### src/rtl/rf_write_ctrl.sv
// rf_write_ctrl
// Write-port controller for the register file. Round-robin arbitrates N_REQ
// writeback requesters onto the single write port and sequences every write
// as a SETUP cycle (address/data presented) followed by a STROBE cycle
// (writeEnable high), because the file latches on the rising edge of
// writeEnable. A busy-bit scoreboard tracks reserved destinations and flags
// read hazards for both read ports.
//
// Optional build macro: RFCTL_FWD_EN enables forwarding of the in-flight write
// data to the read ports (and suppresses the matching busy flag).
//
// Ports:
//   clk, rst               clock (rising edge), asynchronous active-high reset
//   wr_req/wr_addr/wr_data per-requester write request, flattened addr/data
//   wr_gnt                 one-hot grant, high in the cycle of acceptance
//   resv_valid/resv_addr   destination reservation from the issue stage
//   resv_err               pulse: reservation of an already-busy register
//   readAddr0/readAddr1    register-file read addresses
//   rd0_busy/rd1_busy      combinational hazard flags for the read ports
//   writeEnable/writeAddr/dIn  register-file write port
//   fwd0_*/fwd1_*          forwarding outputs (zero unless RFCTL_FWD_EN)
//   dbg_state_o            current FSM state (0 IDLE, 1 SETUP, 2 STROBE)
//
// Handshake: a requester raises wr_req with stable wr_addr/wr_data and holds
// all three until it sees its wr_gnt bit high; the grant cycle is the cycle in
// which the request is consumed, and the requester may change or drop it from
// the next cycle on.
module rf_write_ctrl #(
   parameter int N     = 16,
   parameter int M     = 4,
   parameter int O     = 16,
   parameter int N_REQ = 3
) (
   input  logic               clk,
   input  logic               rst,
   input  logic [N_REQ-1:0]   wr_req,
   input  logic [N_REQ*M-1:0] wr_addr,
   input  logic [N_REQ*N-1:0] wr_data,
   output logic [N_REQ-1:0]   wr_gnt,
   input  logic               resv_valid,
   input  logic [M-1:0]       resv_addr,
   output logic               resv_err,
   input  logic [M-1:0]       readAddr0,
   input  logic [M-1:0]       readAddr1,
   output logic               rd0_busy,
   output logic               rd1_busy,
   output logic               writeEnable,
   output logic [M-1:0]       writeAddr,
   output logic [N-1:0]       dIn,
   output logic               fwd0_valid,
   output logic               fwd1_valid,
   output logic [N-1:0]       fwd0_data,
   output logic [N-1:0]       fwd1_data,
   output logic [1:0]         dbg_state_o
);

   localparam int PW = (N_REQ > 1) ? $clog2(N_REQ) : 1;

   typedef enum logic [1:0] {
      IDLE   = 2'b00,
      SETUP  = 2'b01,
      STROBE = 2'b10
   } state_t;

   state_t          state_q, state_d;
   logic [PW-1:0]   ptr_q, ptr_d;
   logic [M-1:0]    waddr_q, waddr_d;
   logic [N-1:0]    din_q, din_d;
   logic [O-1:0]    busy_q, busy_d;
   logic            resv_err_q, resv_err_d;

   logic            win_found;
   logic [PW-1:0]   win_idx;
   logic [PW-1:0]   cand_idx;
   logic            accept;

   // Round-robin search starting at the pointer.
   always_comb begin
      win_found = 1'b0;
      win_idx   = '0;
      cand_idx  = '0;
      for (int k = 0; k < N_REQ; k++) begin
         cand_idx = PW'((int'(ptr_q) + k) % N_REQ);
         if (!win_found && wr_req[cand_idx]) begin
            win_found = 1'b1;
            win_idx   = cand_idx;
         end
      end
   end

   // New writes are only taken when the port is free (IDLE) or finishing its
   // strobe; rst gates the grant so nothing is handed out while held in reset.
   assign accept = win_found && !rst && (state_q == IDLE || state_q == STROBE);

   always_comb begin
      wr_gnt = '0;
      if (accept) wr_gnt[win_idx] = 1'b1;
   end

   always_comb begin
      state_d = state_q;
      ptr_d   = ptr_q;
      waddr_d = waddr_q;
      din_d   = din_q;
      case (state_q)
         IDLE:    if (accept) state_d = SETUP;
         SETUP:   state_d = STROBE;
         STROBE:  state_d = accept ? SETUP : IDLE;
         default: state_d = IDLE;
      endcase
      if (accept) begin
         waddr_d = wr_addr[int'(win_idx)*M +: M];
         din_d   = wr_data[int'(win_idx)*N +: N];
         ptr_d   = (int'(win_idx) == N_REQ - 1) ? '0 : win_idx + PW'(1);
      end
   end

   // Scoreboard: the clear is applied first so a same-cycle reservation of the
   // register being written wins.
   always_comb begin
      busy_d     = busy_q;
      resv_err_d = 1'b0;
      if (state_q == STROBE) busy_d[waddr_q] = 1'b0;
      if (resv_valid) begin
         if (busy_q[resv_addr]) resv_err_d = 1'b1;
         else                   busy_d[resv_addr] = 1'b1;
      end
   end

   always_ff @(posedge clk or posedge rst) begin
      if (rst) begin
         state_q    <= IDLE;
         ptr_q      <= '0;
         waddr_q    <= '0;
         din_q      <= '0;
         busy_q     <= '0;
         resv_err_q <= 1'b0;
      end else begin
         state_q    <= state_d;
         ptr_q      <= ptr_d;
         waddr_q    <= waddr_d;
         din_q      <= din_d;
         busy_q     <= busy_d;
         resv_err_q <= resv_err_d;
      end
   end

   // Decoded straight from the state register so reset drops it immediately.
   assign writeEnable = (state_q == STROBE);
   assign writeAddr   = waddr_q;
   assign dIn         = din_q;
   assign resv_err    = resv_err_q;
   assign dbg_state_o = state_q;

`ifdef RFCTL_FWD_EN
   logic wr_active;
   assign wr_active  = (state_q == SETUP) || (state_q == STROBE);
   assign fwd0_valid = wr_active && (readAddr0 == waddr_q);
   assign fwd1_valid = wr_active && (readAddr1 == waddr_q);
   assign fwd0_data  = fwd0_valid ? din_q : '0;
   assign fwd1_data  = fwd1_valid ? din_q : '0;
   // The in-flight value is available, so no hazard for a matching read.
   assign rd0_busy   = busy_q[readAddr0] && !fwd0_valid;
   assign rd1_busy   = busy_q[readAddr1] && !fwd1_valid;
`else
   assign fwd0_valid = 1'b0;
   assign fwd1_valid = 1'b0;
   assign fwd0_data  = '0;
   assign fwd1_data  = '0;
   assign rd0_busy   = busy_q[readAddr0];
   assign rd1_busy   = busy_q[readAddr1];
`endif

endmodule

### config.mk
export PLATFORM = sky130hd
export DESIGN_NAME = rf_write_ctrl
export DESIGN_NICKNAME = d
export VERILOG_FILES = /design/src/rtl/rf_write_ctrl.sv
export SDC_FILE = /design/constraint.sdc
export NUM_CORES = 1
export LEC_CHECK = 0
export CAP_MARGIN = 20
export CORE_ASPECT_RATIO = 0.5
export CORE_MARGIN = 5
export CORE_UTILIZATION = 26
export CTS_CLUSTER_SIZE = 30
export DETAILED_ROUTE_END_ITERATION = 6
export SLEW_MARGIN = 10
export SYNTH_ARGS = -nofsm -noshare
export SYNTH_HDL_FRONTEND = slang
export SYNTH_SLANG_ARGS = --single-unit
### constraint.sdc
create_clock -name clk -period 2.7 [get_ports clk]
set_clock_uncertainty 0.2 [all_clocks]
set_input_delay 0.54 -clock clk [delete_from_list [all_inputs] [get_ports clk]]
set_output_delay 0.54 -clock clk [all_outputs]
set_load 0.05 [all_outputs]
# Word-level counts from Yosys, hierarchy flattened
# Cells that the tools add are included.
[word_totals] register_bits=41 in_bits=78
[classes] n_mux=34 bitwise=3 shift=2 order_cmp=11 add_sub_neg=3 eq_ne=4 n_reduce_logical=12 n_div=3
[op_table] op="32-bit by 3-bit modulo with 32-bit output (second input constant)" count=2
[op_table] op="16-bit two-way mux" count=3
[op_table] op="48-bit by 7-bit variable part select with 16-bit output" count=1
[op_table] op="3-bit by 3-bit modulo with 32-bit output (second input constant)" count=1
[op_table] op="4-bit by 5-bit < comparator with 1-bit output (second input constant)" count=4
[op_table] op="16-bit bitwise AND" count=1
[op_table] op="16-bit NOT" count=1
[op_table] op="16-bit bitwise OR" count=1
[op_table] op="1-bit two-way mux" count=15
[op_table] op="1-bit binary-select mux with 4-bit select" count=3
[op_table] op="2-bit by 3-bit < comparator with 1-bit output (second input constant)" count=4
[op_table] op="12-bit by 5-bit variable part select with 4-bit output" count=1
[op_table] op="2-bit two-way mux" count=5
[op_table] op="1-bit demux with 4-bit select" count=2
[op_table] op="4-bit by 1-bit greater-or-equal comparator with 1-bit output (second input constant)" count=2
[op_table] op="1-bit logical AND" count=7
[op_table] op="1-bit binary-select mux with 2-bit select" count=3
[op_table] op="2-bit one-hot mux with 3 select lines" count=1
[op_table] op="2-bit equality test (second input constant)" count=2
[op_table] op="2-bit by 1-bit adder with 3-bit output (second input constant)" count=1
[op_table] op="2-bit by 2-bit adder with 3-bit output (second input constant)" count=1
[op_table] op="1-bit logical NOT" count=3
[op_table] op="3-bit two-way mux" count=1
[op_table] op="2-bit by 1-bit adder with 2-bit output (second input constant)" count=1
[op_table] op="other kinds (6)" count=6

# Depth between registers and ports, before layout
# Gate-level depths: netlist of the first run.
[logic_depth] ltp_word=15 mapped_depth=9

# Worst setup path before layout of the first run
# No wires, ideal clock.
[synth_timing] path_type="reg2out" start="reg ptr_q[0]" end="out wr_gnt[2]" path_stages_with_launch=9 setup_slack_ns=-0.455 arrival_ns=2.415 path_cell_list="dfrtp_1 inv_1 ha_1 nand2_1 o22ai_1 nor2_1 o31a_1 clkbuf_1 nor2_1"
[synth_via] elab_chain_len=15 word_cells_on_any_way=29 cone_classes="add/sub (2); div (3); order compare (2); mux (15); reduce/logical (7)"
[synth_rtl] item="start: declaration" line_no="66" rtl="logic [PW-1:0] ptr_q, ptr_d;"
[synth_rtl] item="start signal: assignment" line_no="140" rtl="ptr_q <= ptr_d;"
[synth_rtl] item="parallel branches: the longest is 14 deep, another holds 32-bit by 3-bit modulo with 32-bit output"
[synth_rtl] item="3-bit two-way mux *" line_no="97" rtl="if (accept) wr_gnt[win_idx] = 1'b1;"
[synth_rtl] item="end: declaration" line_no="39" rtl="output logic [N_REQ-1:0] wr_gnt,"
# Mark *: on every way between the ends. The select of a mux whose other input is x is not followed.

# Final worst setup path of the first run
[layout_timing] start="reg ptr_q[1]" end="out wr_gnt[0]"
# Same word-level chain as after synthesis.

==> impl_metrics.env, run 1 <==
export IMPL_powerDensity_nw_per_um2=1293
export IMPL_worst_ep_required_time_ns=1.96
export IMPL_rr_startpoint="ptr_q[1]"
export IMPL_grt_pass1_wl_mm=14.15
export IMPL_numCtsBuffers=5
export IMPL_core_area_um2=10280
export IMPL_p_seq_share_pct=21.4
export IMPL_start_util_pct=26.89
export IMPL_cap_violations=0
export IMPL_drt_initial_drc_count=81
export IMPL_p_sw_share_pct=47.17
export IMPL_worstSetupEndpoint="wr_gnt[0]"
export IMPL_drt_pass1_iterations=4
export IMPL_failed_checks="negative setup slack"
export IMPL_grt_pass1_vias=2697
export IMPL_cts_max_level=2
export IMPL_synthCells=267
export IMPL_root_buffer="clkbuf_16"
export IMPL_synth_top_family_by_area="compound AO/OA/AOI/OAI gates"
export IMPL_power_leakage_nw=1.775
export IMPL_reg2reg_slack_ns=-0.17
export IMPL_power_frac_comb_pct=68.1
export IMPL_seq_area_frac_synth_pct=37.12
export IMPL_nets=477
export IMPL_power_frac_clock_pct=10.5
export IMPL_die_x_um=155.8
export IMPL_peakVddDrop_mv=0.5217
export IMPL_wl_per_cell_um=16.34
export IMPL_io_pins=141
export IMPL_timing_rr_end="dIn[0]"
export IMPL_drt_antenna_violating_nets=0
export IMPL_dp_cells=523
export IMPL_hold_viol_final=0
export IMPL_cp_end_kind="output pin"
export IMPL_netlist_area_um2=2764
export IMPL_reg2reg_depth=11
export IMPL_tightest_slew_ns=0.5407
export IMPL_period_minus_slack_ns=3.165
export IMPL_setup_violations=23
export IMPL_multi_input_area_um2=1679
export IMPL_hold_buffers=0
export IMPL_cts_tree="built"
export IMPL_path_clk_slew_ns=0.06
export IMPL_viasPerCell=4.736
export IMPL_synth_fa_ha_area_share_pct=1.811
export IMPL_synth_warnings=0
export IMPL_fmax_mhz=315.9
export IMPL_fin_setup_tns_ns=-2.492
export IMPL_dieArea_um2=12920
export IMPL_hpwl_mm=6.777
export IMPL_arrival_ns=2.43
export IMPL_grt_antenna_before_repair=0
export IMPL_p_total_mw=5.742
export IMPL_fin_crit_sh_pct=117.2
export IMPL_startpoint_type="flip-flop"
export IMPL_internal_power_mw=3.033
export IMPL_insertion_delay_ns=0.28
export IMPL_cts_sinks=41
export IMPL_gp_congestion=0.8384
export IMPL_final_layout_size_suffix_gt1_share_pct=24.81
export IMPL_io_buffers=106
export IMPL_num_fill_cells=991
export IMPL_relSlewSlack_pct=63.84
export IMPL_rsz0062_at_grt="true"
export IMPL_num_vias=2534
export IMPL_synth_seq_cells=41
export IMPL_rows=26
export IMPL_grt_remaining_overflow=0
export IMPL_drc=0
export IMPL_die_y_um=82.91
export IMPL_grt_usage_pct=13.55
export IMPL_critPathMaxFanout=4
export IMPL_setup_ws_ns=-0.4651
export IMPL_outcome="finished, violations left"
export IMPL_synthMuxAreaShare_pct=13.31
export IMPL_synth_compound_area_share_pct=22.63
export IMPL_drv_slew=0
export IMPL_min_path_type="flip-flop to flip-flop"
export IMPL_area_growth_syn_to_layout_pct=60.71
export IMPL_whs_ns=0.2452
export IMPL_path_class="flip-flop to output pin"
export IMPL_syn_area_per_cell_um2=10.35
export IMPL_synth_cell_types=39
export IMPL_seqCellArea_um2=1027
export IMPL_synth_xor_area_share_pct=0
export IMPL_clockBufferDepth=2
export IMPL_grt_max_degree=30
export IMPL_routed_wl_mm=8.741
export IMPL_fin_util_pct=43.21
export IMPL_diodes=0
export IMPL_synthSimpleGateAreaFrac_pct=11.23
export IMPL_setup_worst_path_start="ptr_q[1]"
export IMPL_final_cells=535
export IMPL_power_switching_mw=2.709
==> metrics by stage <==
stage / setup WS [ns] / cell area [um2]
after floorplan: -0.1198 / 2923
after global placement: -0.4121 / 4044
after detailed placement: -0.4358 / 4044
after CTS: -0.4048 / 4287
after global routing: -0.5389 / 4442
final: -0.4651 / 4442
==> critical path, stage by stage, from the launching register on <==
cell and delay, ns:
dfrtp_2 0.46, inv_2 0.09, ha_4 0.19, mux2i_4 0.26, o21ai_2 0.08, or4b_4 0.52, o311a_4 0.17, nor3_4 0.22
buf_12 0.17
==> cell families (layout without fill, tap and decap cells) <==
group	Yosys count	after routing
AO/OA/AOI/OAI	84	84
buffers and inverters	63	158
other	1	34
AND/OR/NAND/NOR	56	56
flip-flops	41	41
multiplexers	18	18
adder cells (fa/ha/maj)	4	4
==> how the worst min path moves through the flow <==
stage,from,end,slack (ns),cells past startpoint
floorplan,busy_q[14],busy_q[14],0.30,2
detailed placement,dbg_state_o[1],dbg_state_o[1],0.24,1
global route,dbg_state_o[1],dbg_state_o[1],0.27,1
global placement,dbg_state_o[1],dbg_state_o[1],0.24,1
finish,dbg_state_o[1],dbg_state_o[1],0.25,1
CTS,dbg_state_o[1],dbg_state_o[1],0.25,1
==> synth_stat cells <==
cell / n / area share (%)
dfrtp_1: 41 / 37
buf_4: 36 / 9.8
o21ai_0: 31 / 5.6
mux4_2: 15 / 12
nor2_1: 15 / 2.0
inv_1: 13 / 1.8
nand2_1: 13 / 1.8
o31ai_1: 12 / 3.3
clkbuf_1: 11 / 1.5
a221o_1: 10 / 3.6
a221oi_1: 10 / 3.2
o2bb2ai_1: 10 / 3.2
nand3b_1: 7 / 1.9
nand2b_1: 5 / 1.1
ha_1: 4 / 1.8
mux2i_1: 3 / 1.1
nand3_1: 3 / 0.54
nor2b_1: 3 / 0.68
or3b_2: 3 / 0.95
a21o_1: 2 / 0.54
o21ai_2: 2 / 0.63
a21oi_1: 1 / 0.18
and2_1: 1 / 0.23
and2_4: 1 / 0.32
buf_2: 1 / 0.18
buf_6: 1 / 0.41
conb_1: 1 / 0.14
inv_2: 1 / 0.14
nor3_4: 1 / 0.59
nor3b_1: 1 / 0.27
o21bai_1: 1 / 0.27
o22ai_1: 1 / 0.23
o311a_2: 1 / 0.41
o31a_1: 1 / 0.32
o31ai_2: 1 / 0.45
o31ai_4: 1 / 0.77
or2_2: 1 / 0.23
or3_1: 1 / 0.23
or4b_1: 1 / 0.36
==> registers in the layout (all words and copies together), names as in the netlist <==
| name | cells |
|---|---|
| busy_q | 16 |
| dIn | 16 |
| writeAddr | 4 |
| dbg_state_o | 2 |
| ptr_q | 2 |
| resv_err | 1 |
==> routing by layer <==
metal	track usage [%]	part of all wire, %	vias up
li1	-	-	1195
met1	16.40	41	1221
met2	23.43	49	96
met3	3.323	6.7	22
met4	4.766	3.0	0
met5	0	0	-
==> cell usage in the layout, fill, tap and decap left out, drive strengths merged, types with 10 or more instances in the layout <==
cell	instances
a221o	10
a221oi	10
buf	38
clkdlybuf4s50	94
conb	34
dfrtp	41
inv	14
mux4	15
nand2	13
nor2	15
o21ai	33
o2bb2ai	10
o31ai	14
==> power groups by stage <==
| stage | clock network, mW | logic [mW] | registers [mW] |
|---|---|---|---|
| finish | 0.603 | 3.91 | 1.23 |
| global route | 0.646 | 4.18 | 1.28 |
| detailed placement | 0 | 3.41 | 1.23 |
| floorplan | 0 | 1.74 | 1.69 |
| CTS | 0.620 | 3.62 | 1.23 |
| global placement | 0 | 3.39 | 1.22 |
==> layout make-up <==
| type | instances | area share [%] |
|---|---|---|
| clock buffer | 6 | 3.127 |
| clock inverter | 1 | 0.1690 |
| inverter | 14 | 1.183 |
| multi-input combinational | 196 | 37.80 |
| sequential | 41 | 23.13 |
| tap | 140 | 3.944 |
| timing repair buffer | 137 | 30.65 |
==> timing repair <==
action                     CTS  global route
pin swaps                    9            20
setup endpoints to repair   19            24
resized for setup           31            19
setup buffers                1             5
cloned                       0             1
Power figures use the tool's default switching activity.
==> inputs of run 2 (changes only) <==
--- a/config.mk
+++ b/config.mk
@@ -11,6 +11,7 @@
 export CORE_UTILIZATION = 26
 export CTS_CLUSTER_SIZE = 30
 export DETAILED_ROUTE_END_ITERATION = 6
+export RECOVER_POWER = 50
 export SLEW_MARGIN = 10
 export SYNTH_ARGS = -nofsm -noshare
 export SYNTH_HDL_FRONTEND = slang
==> impl_metrics.env, run 2 (same netlist as run 1, synthesis figures left out) <==
export IMPL_outcome="finished, violations left"
export IMPL_failed_checks="negative setup slack"
export IMPL_routed_wl_mm=8.745
export IMPL_power_frac_comb_pct=68.1
export IMPL_grt_max_degree=30
export IMPL_timing_rr_end="dIn[0]"
export IMPL_die_x_um=155.8
export IMPL_rsz0062_at_grt="true"
export IMPL_dieArea_um2=12920
export IMPL_grt_remaining_overflow=0
export IMPL_path_clk_slew_ns=0.06
export IMPL_critPathMaxFanout=4
export IMPL_powerDensity_nw_per_um2=1296
export IMPL_diodes=0
export IMPL_setup_violations=23
export IMPL_numCtsBuffers=5
export IMPL_startpoint_type="flip-flop"
export IMPL_io_pins=141
export IMPL_area_growth_syn_to_layout_pct=60.16
export IMPL_num_vias=2531
export IMPL_p_seq_share_pct=21.4
export IMPL_insertion_delay_ns=0.28
export IMPL_final_layout_size_suffix_gt1_share_pct=24.56
export IMPL_nets=477
export IMPL_period_minus_slack_ns=3.165
export IMPL_cp_end_kind="output pin"
export IMPL_root_buffer="clkbuf_16"
export IMPL_io_buffers=106
export IMPL_grt_pass1_vias=2697
export IMPL_path_class="flip-flop to output pin"
export IMPL_wl_per_cell_um=16.35
export IMPL_mostFrequentLayoutCells="92 x clkdlybuf4s50_1, 40 x dfrtp_1, 34 x conb_1"
export IMPL_start_util_pct=26.89
export IMPL_holdPathStages=1
export IMPL_cts_sinks=41
export IMPL_setup_worst_path_start="ptr_q[1]"
export IMPL_reg2reg_depth=11
export IMPL_cap_violations=0
export IMPL_drt_antenna_violating_nets=0
export IMPL_arrival_ns=2.43
export IMPL_final_common_cell="clkdlybuf4s50_1"
export IMPL_die_y_um=82.91
export IMPL_drv_slew=0
export IMPL_drt_pass1_iterations=4
export IMPL_rr_startpoint="ptr_q[1]"
export IMPL_p_total_mw=5.738
export IMPL_viasPerCell=4.731
export IMPL_clockBufferDepth=2
export IMPL_power_switching_mw=2.709
export IMPL_num_fill_cells=992
export IMPL_p_sw_share_pct=47.22
export IMPL_fin_crit_sh_pct=117.2
export IMPL_cts_tree="built"
export IMPL_relSlewSlack_pct=49.32
export IMPL_tightest_slew_ns=0.7602
export IMPL_fmax_mhz=315.9
export IMPL_drt_initial_drc_count=68
export IMPL_fin_util_pct=43.06
export IMPL_peakVddDrop_mv=0.5227
export IMPL_grt_usage_pct=13.55
export IMPL_min_path_type="flip-flop to flip-flop"
export IMPL_grt_antenna_before_repair=0
export IMPL_power_frac_clock_pct=10.5
export IMPL_drc=0
export IMPL_internal_power_mw=3.029
export IMPL_rows=26
export IMPL_core_area_um2=10280
export IMPL_hpwl_mm=6.777
export IMPL_gp_congestion=0.8384
export IMPL_hold_viol_final=0
export IMPL_worst_hold_path_endpoint="dbg_state_o[1]"
export IMPL_grt_pass1_wl_mm=14.15
export IMPL_cts_max_level=2
export IMPL_power_leakage_nw=1.772
export IMPL_worst_ep_required_time_ns=1.96
export IMPL_reg2reg_slack_ns=-0.17
export IMPL_min_from="dbg_state_o[1]"
export IMPL_setup_ws_ns=-0.4654
run 2: layout make-up:
class                   count  area, um2  area share (%)
multi-input cells         196       1679           37.93
repair buffers            137       1346           30.41
flip-flops and latches     41       1027           23.21
well taps                 140      175.2           3.957
clock buffers               6      138.9           3.137
inverters                  14      52.55           1.187
clock inverters             1      7.507          0.1696
run 2: worst max-delay path, cell delays in order, from the launching register on:
cell	delay (ns)
dfrtp_2	0.46
inv_2	0.09
ha_4	0.19
mux2i_4	0.26
o21ai_2	0.08
or4b_4	0.52
o311a_4	0.17
nor3_4	0.22
buf_12	0.17
run 2: power groups by stage:
stage,clock [mW],combinational [mW],sequential (mW)
floorplan,0,1.74,1.69
global placement,0,3.39,1.22
detailed placement,0,3.41,1.23
CTS,0.620,3.62,1.23
global route,0.646,4.18,1.28
finish,0.604,3.91,1.23
run 2: repair_timing:
action                                  4_1_cts  5_1_grt
gates resized for setup                      31       19
cloned                                        0        1
hold buffers                                  0        0
endpoints found under the setup margin       19       24
setup buffers                                 1        5
pin swaps                                     9       20
run 2: through the flow:
stage | cell area (um2) | worst slack, ns | hold WS [ns] | TNS (ns) | instances
final | 4427 | -0.4654 | 0.2452 | -2.494 | 535
after global routing | 4427 | -0.5389 | 0.2710 | -4.874 | 535
after CTS | 4287 | -0.4048 | 0.2463 | -1.102 | 531
after detailed placement | 4044 | -0.4358 | 0.2378 | -8.734 | 523
after global placement | 4044 | -0.4121 | 0.2403 | -7.660 | 523
after floorplan | 2923 | -0.1198 | 0.2980 | -0.2555 | 300
run 2: worst max path at each step:
| stage | endpoint | slack, ns | depth (start not counted) |
|---|---|---|---|
| floorplan | wr_gnt[0] | -0.12 | 8 |
| global placement | rd1_busy | -0.41 | 4 |
| detailed placement | wr_gnt[0] | -0.44 | 7 |
| CTS | wr_gnt[0] | -0.40 | 8 |
| global route | wr_gnt[0] | -0.54 | 8 |
| finish | wr_gnt[0] | -0.47 | 8 |
run 2: routing by layer:
layer  track usage [%]  up-vias  share of wire (%)
met4             4.766        0                3.2
met2             23.43       96                 49
met1             16.40     1220                 41
li1                  -     1193                  -
met5                 0        -                  0
met3             3.323       22                6.7
==> inputs of run 3 (changes only) <==
--- a/config.mk
+++ b/config.mk
@@ -11,6 +11,7 @@
 export CORE_UTILIZATION = 26
 export CTS_CLUSTER_SIZE = 30
 export DETAILED_ROUTE_END_ITERATION = 6
+export DONT_BUFFER_PORTS = 1
 export RECOVER_POWER = 50
 export SLEW_MARGIN = 10
 export SYNTH_ARGS = -nofsm -noshare
==> impl_metrics.env, run 3 (same netlist as run 1, synthesis figures left out) <==
export IMPL_powerDensity_nw_per_um2=1508
export IMPL_setup_violations=14
export IMPL_num_vias=2175
export IMPL_routed_wl_mm=7.941
export IMPL_final_common_cell="dfrtp_1"
export IMPL_slowest_delay_ns=0.49
export IMPL_internal_power_mw=2.447
export IMPL_min_from="wr_data[10]"
export IMPL_fin_crit_sh_pct=114.0
export IMPL_tightest_slew_ns=0.9296
export IMPL_numCtsBuffers=5
export IMPL_gp_congestion=0.8408
export IMPL_relSlewSlack_pct=37.96
export IMPL_io_buffers=0
export IMPL_grt_pass1_wl_mm=12.32
export IMPL_final_layout_size_suffix_gt1_share_pct=26.94
export IMPL_root_buffer="clkbuf_16"
export IMPL_drt_antenna_violating_nets=0
export IMPL_critPathBufInv=2
export IMPL_viasPerCell=4.977
export IMPL_core_area_um2=10280
export IMPL_worst_ep_required_time_ns=1.96
export IMPL_start_util_pct=26.89
export IMPL_cap_violations=0
export IMPL_min_path_type="primary input to flip-flop"
export IMPL_period_minus_slack_ns=3.079
export IMPL_cp_end_kind="output pin"
export IMPL_hold_viol_final=0
export IMPL_grt_usage_pct=12.10
export IMPL_power_switching_mw=2.525
export IMPL_nets=378
export IMPL_timing_rr_end="writeAddr[3]"
export IMPL_mostFrequentLayoutCells="41 x dfrtp_1, 34 x conb_1, 31 x o21ai_0"
export IMPL_diodes=0
export IMPL_cts_max_level=2
export IMPL_setup_ws_ns=-0.3787
export IMPL_reg2reg_slack_ns=-0.10
export IMPL_hpwl_mm=6.238
export IMPL_slowest_stage="or4b_1"
export IMPL_p_total_mw=4.972
export IMPL_power_leakage_nw=1.329
export IMPL_die_y_um=82.91
export IMPL_clockBufferDepth=2
export IMPL_area_growth_syn_to_layout_pct=19.28
export IMPL_power_frac_comb_pct=52.5
export IMPL_arrival_ns=2.34
export IMPL_grt_antenna_before_repair=0
export IMPL_peakVddDrop_mv=0.4578
export IMPL_holdPathStages=1
export IMPL_cts_sinks=41
export IMPL_failed_checks="negative setup slack"
export IMPL_cp_cell_sequence="inv_2, ha_4, mux2i_2, o22ai_2, or4b_1, o311a_4, nor3_4, buf_12"
export IMPL_rsz0062_at_grt="true"
export IMPL_path_class="flip-flop to output pin"
export IMPL_p_seq_share_pct=35.4
export IMPL_rr_startpoint="ptr_q[0]"
export IMPL_drv_slew=0
export IMPL_drt_pass1_iterations=4
export IMPL_reg2reg_depth=12
export IMPL_io_pins=141
export IMPL_p_sw_share_pct=50.78
export IMPL_fmax_mhz=324.8
export IMPL_die_x_um=155.8
export IMPL_outcome="finished, violations left"
export IMPL_drt_initial_drc_count=56
export IMPL_dp_slack_ns=-0.05956
export IMPL_drc=0
export IMPL_path_clk_slew_ns=0.06
export IMPL_power_frac_clock_pct=12.0
export IMPL_dieArea_um2=12920
export IMPL_critPathMaxFanout=4
export IMPL_grt_pass1_vias=2245
export IMPL_worst_hold_path_endpoint="dIn[10]"
export IMPL_insertion_delay_ns=0.29
export IMPL_cts_tree="built"
export IMPL_grt_remaining_overflow=0
export IMPL_startpoint_type="flip-flop"
export IMPL_rows=26
export IMPL_wl_per_cell_um=18.17
export IMPL_critPathTopFamily="simple AND/OR/NAND/NOR gates"
export IMPL_grt_max_degree=23
## run 3: cell count changes in the layout (fill, tap and decap cells not counted), moves of 2 or more
| cell | change |
|---|---|
| a221oi_2 | -4 |
| buf_4 | +2 |
| clkinv_2 | +2 |
| buf_2 | -2 |
| dlygate4sd2_1 | -3 |
| a221oi_1 | +6 |
| clkbuf_1 | +5 |
| buf_6 | -4 |
| clkdlybuf4s50_1 | -92 |
| a221oi_4 | -2 |
## run 3: worst max path at each step
stage	startpoint	to	cells past startpoint
2_1_floorplan	ptr_q[0]	wr_gnt[0]	8
3_3_place_gp	ptr_q[0]	wr_gnt[0]	8
3_5_place_dp	ptr_q[0]	wr_gnt[0]	8
4_1_cts	ptr_q[0]	wr_gnt[0]	8
5_1_grt	ptr_q[1]	wr_gnt[0]	8
6_report	ptr_q[1]	wr_gnt[0]	8
## run 3: layout make-up
type / instances / area (um2)
Fill cell: 1065 / 6983
Multi-Input combinational cell: 197 / 1603
Sequential cell: 41 / 1026
Timing Repair Buffer: 37 / 301.5
Tap cell: 140 / 175.2
Clock buffer: 6 / 128.9
Inverter: 14 / 52.55
Clock inverter: 2 / 10.01
## run 3: stage by stage
stage	hold WS (ns)	util (%)	instance area (um2)	TNS, ns	instances
after floorplan	0.2980	-	2923	-0.2555	300
after CTS	0.1665	31.86	3276	-1.093	435
after global routing	0.1622	32.07	3297	-3.523	437
final	0.1699	32.07	3297	-1.721	437
after detailed placement	0.2862	29.26	3008	-0.05956	420
after global placement	0.2834	29.26	3008	-0.03942	420
## run 3: per-layer routing
| layer | track usage, % | vias to the layer above | wire length (um) |
|---|---|---|---|
| li1 | - | 994 | - |
| met4 | 4.607 | 0 | 210 |
| met3 | 3.894 | 15 | 617 |
| met2 | 20.50 | 97 | 3932 |
| met5 | 0 | - | 0 |
| met1 | 14.28 | 1069 | 3180 |
## run 3: power by group through the flow
stage	Combinational [mW]	Sequential, mW	Clock, mW
after global placement	2.31	1.77	0
final	2.61	1.76	0.598
after detailed placement	2.36	1.78	0
after floorplan	1.74	1.69	0
after CTS	2.58	1.77	0.611
after global routing	2.81	1.81	0.641
## run 3: repair_timing
action                     in CTS  in global routing
setup endpoints to repair       6                 22
hold buffers                    1                  0
hold endpoints to repair       20                  0
gates resized for setup        13                  3
pin swaps                       2                  5
cloned                          1                  0
setup buffers                   5                  2
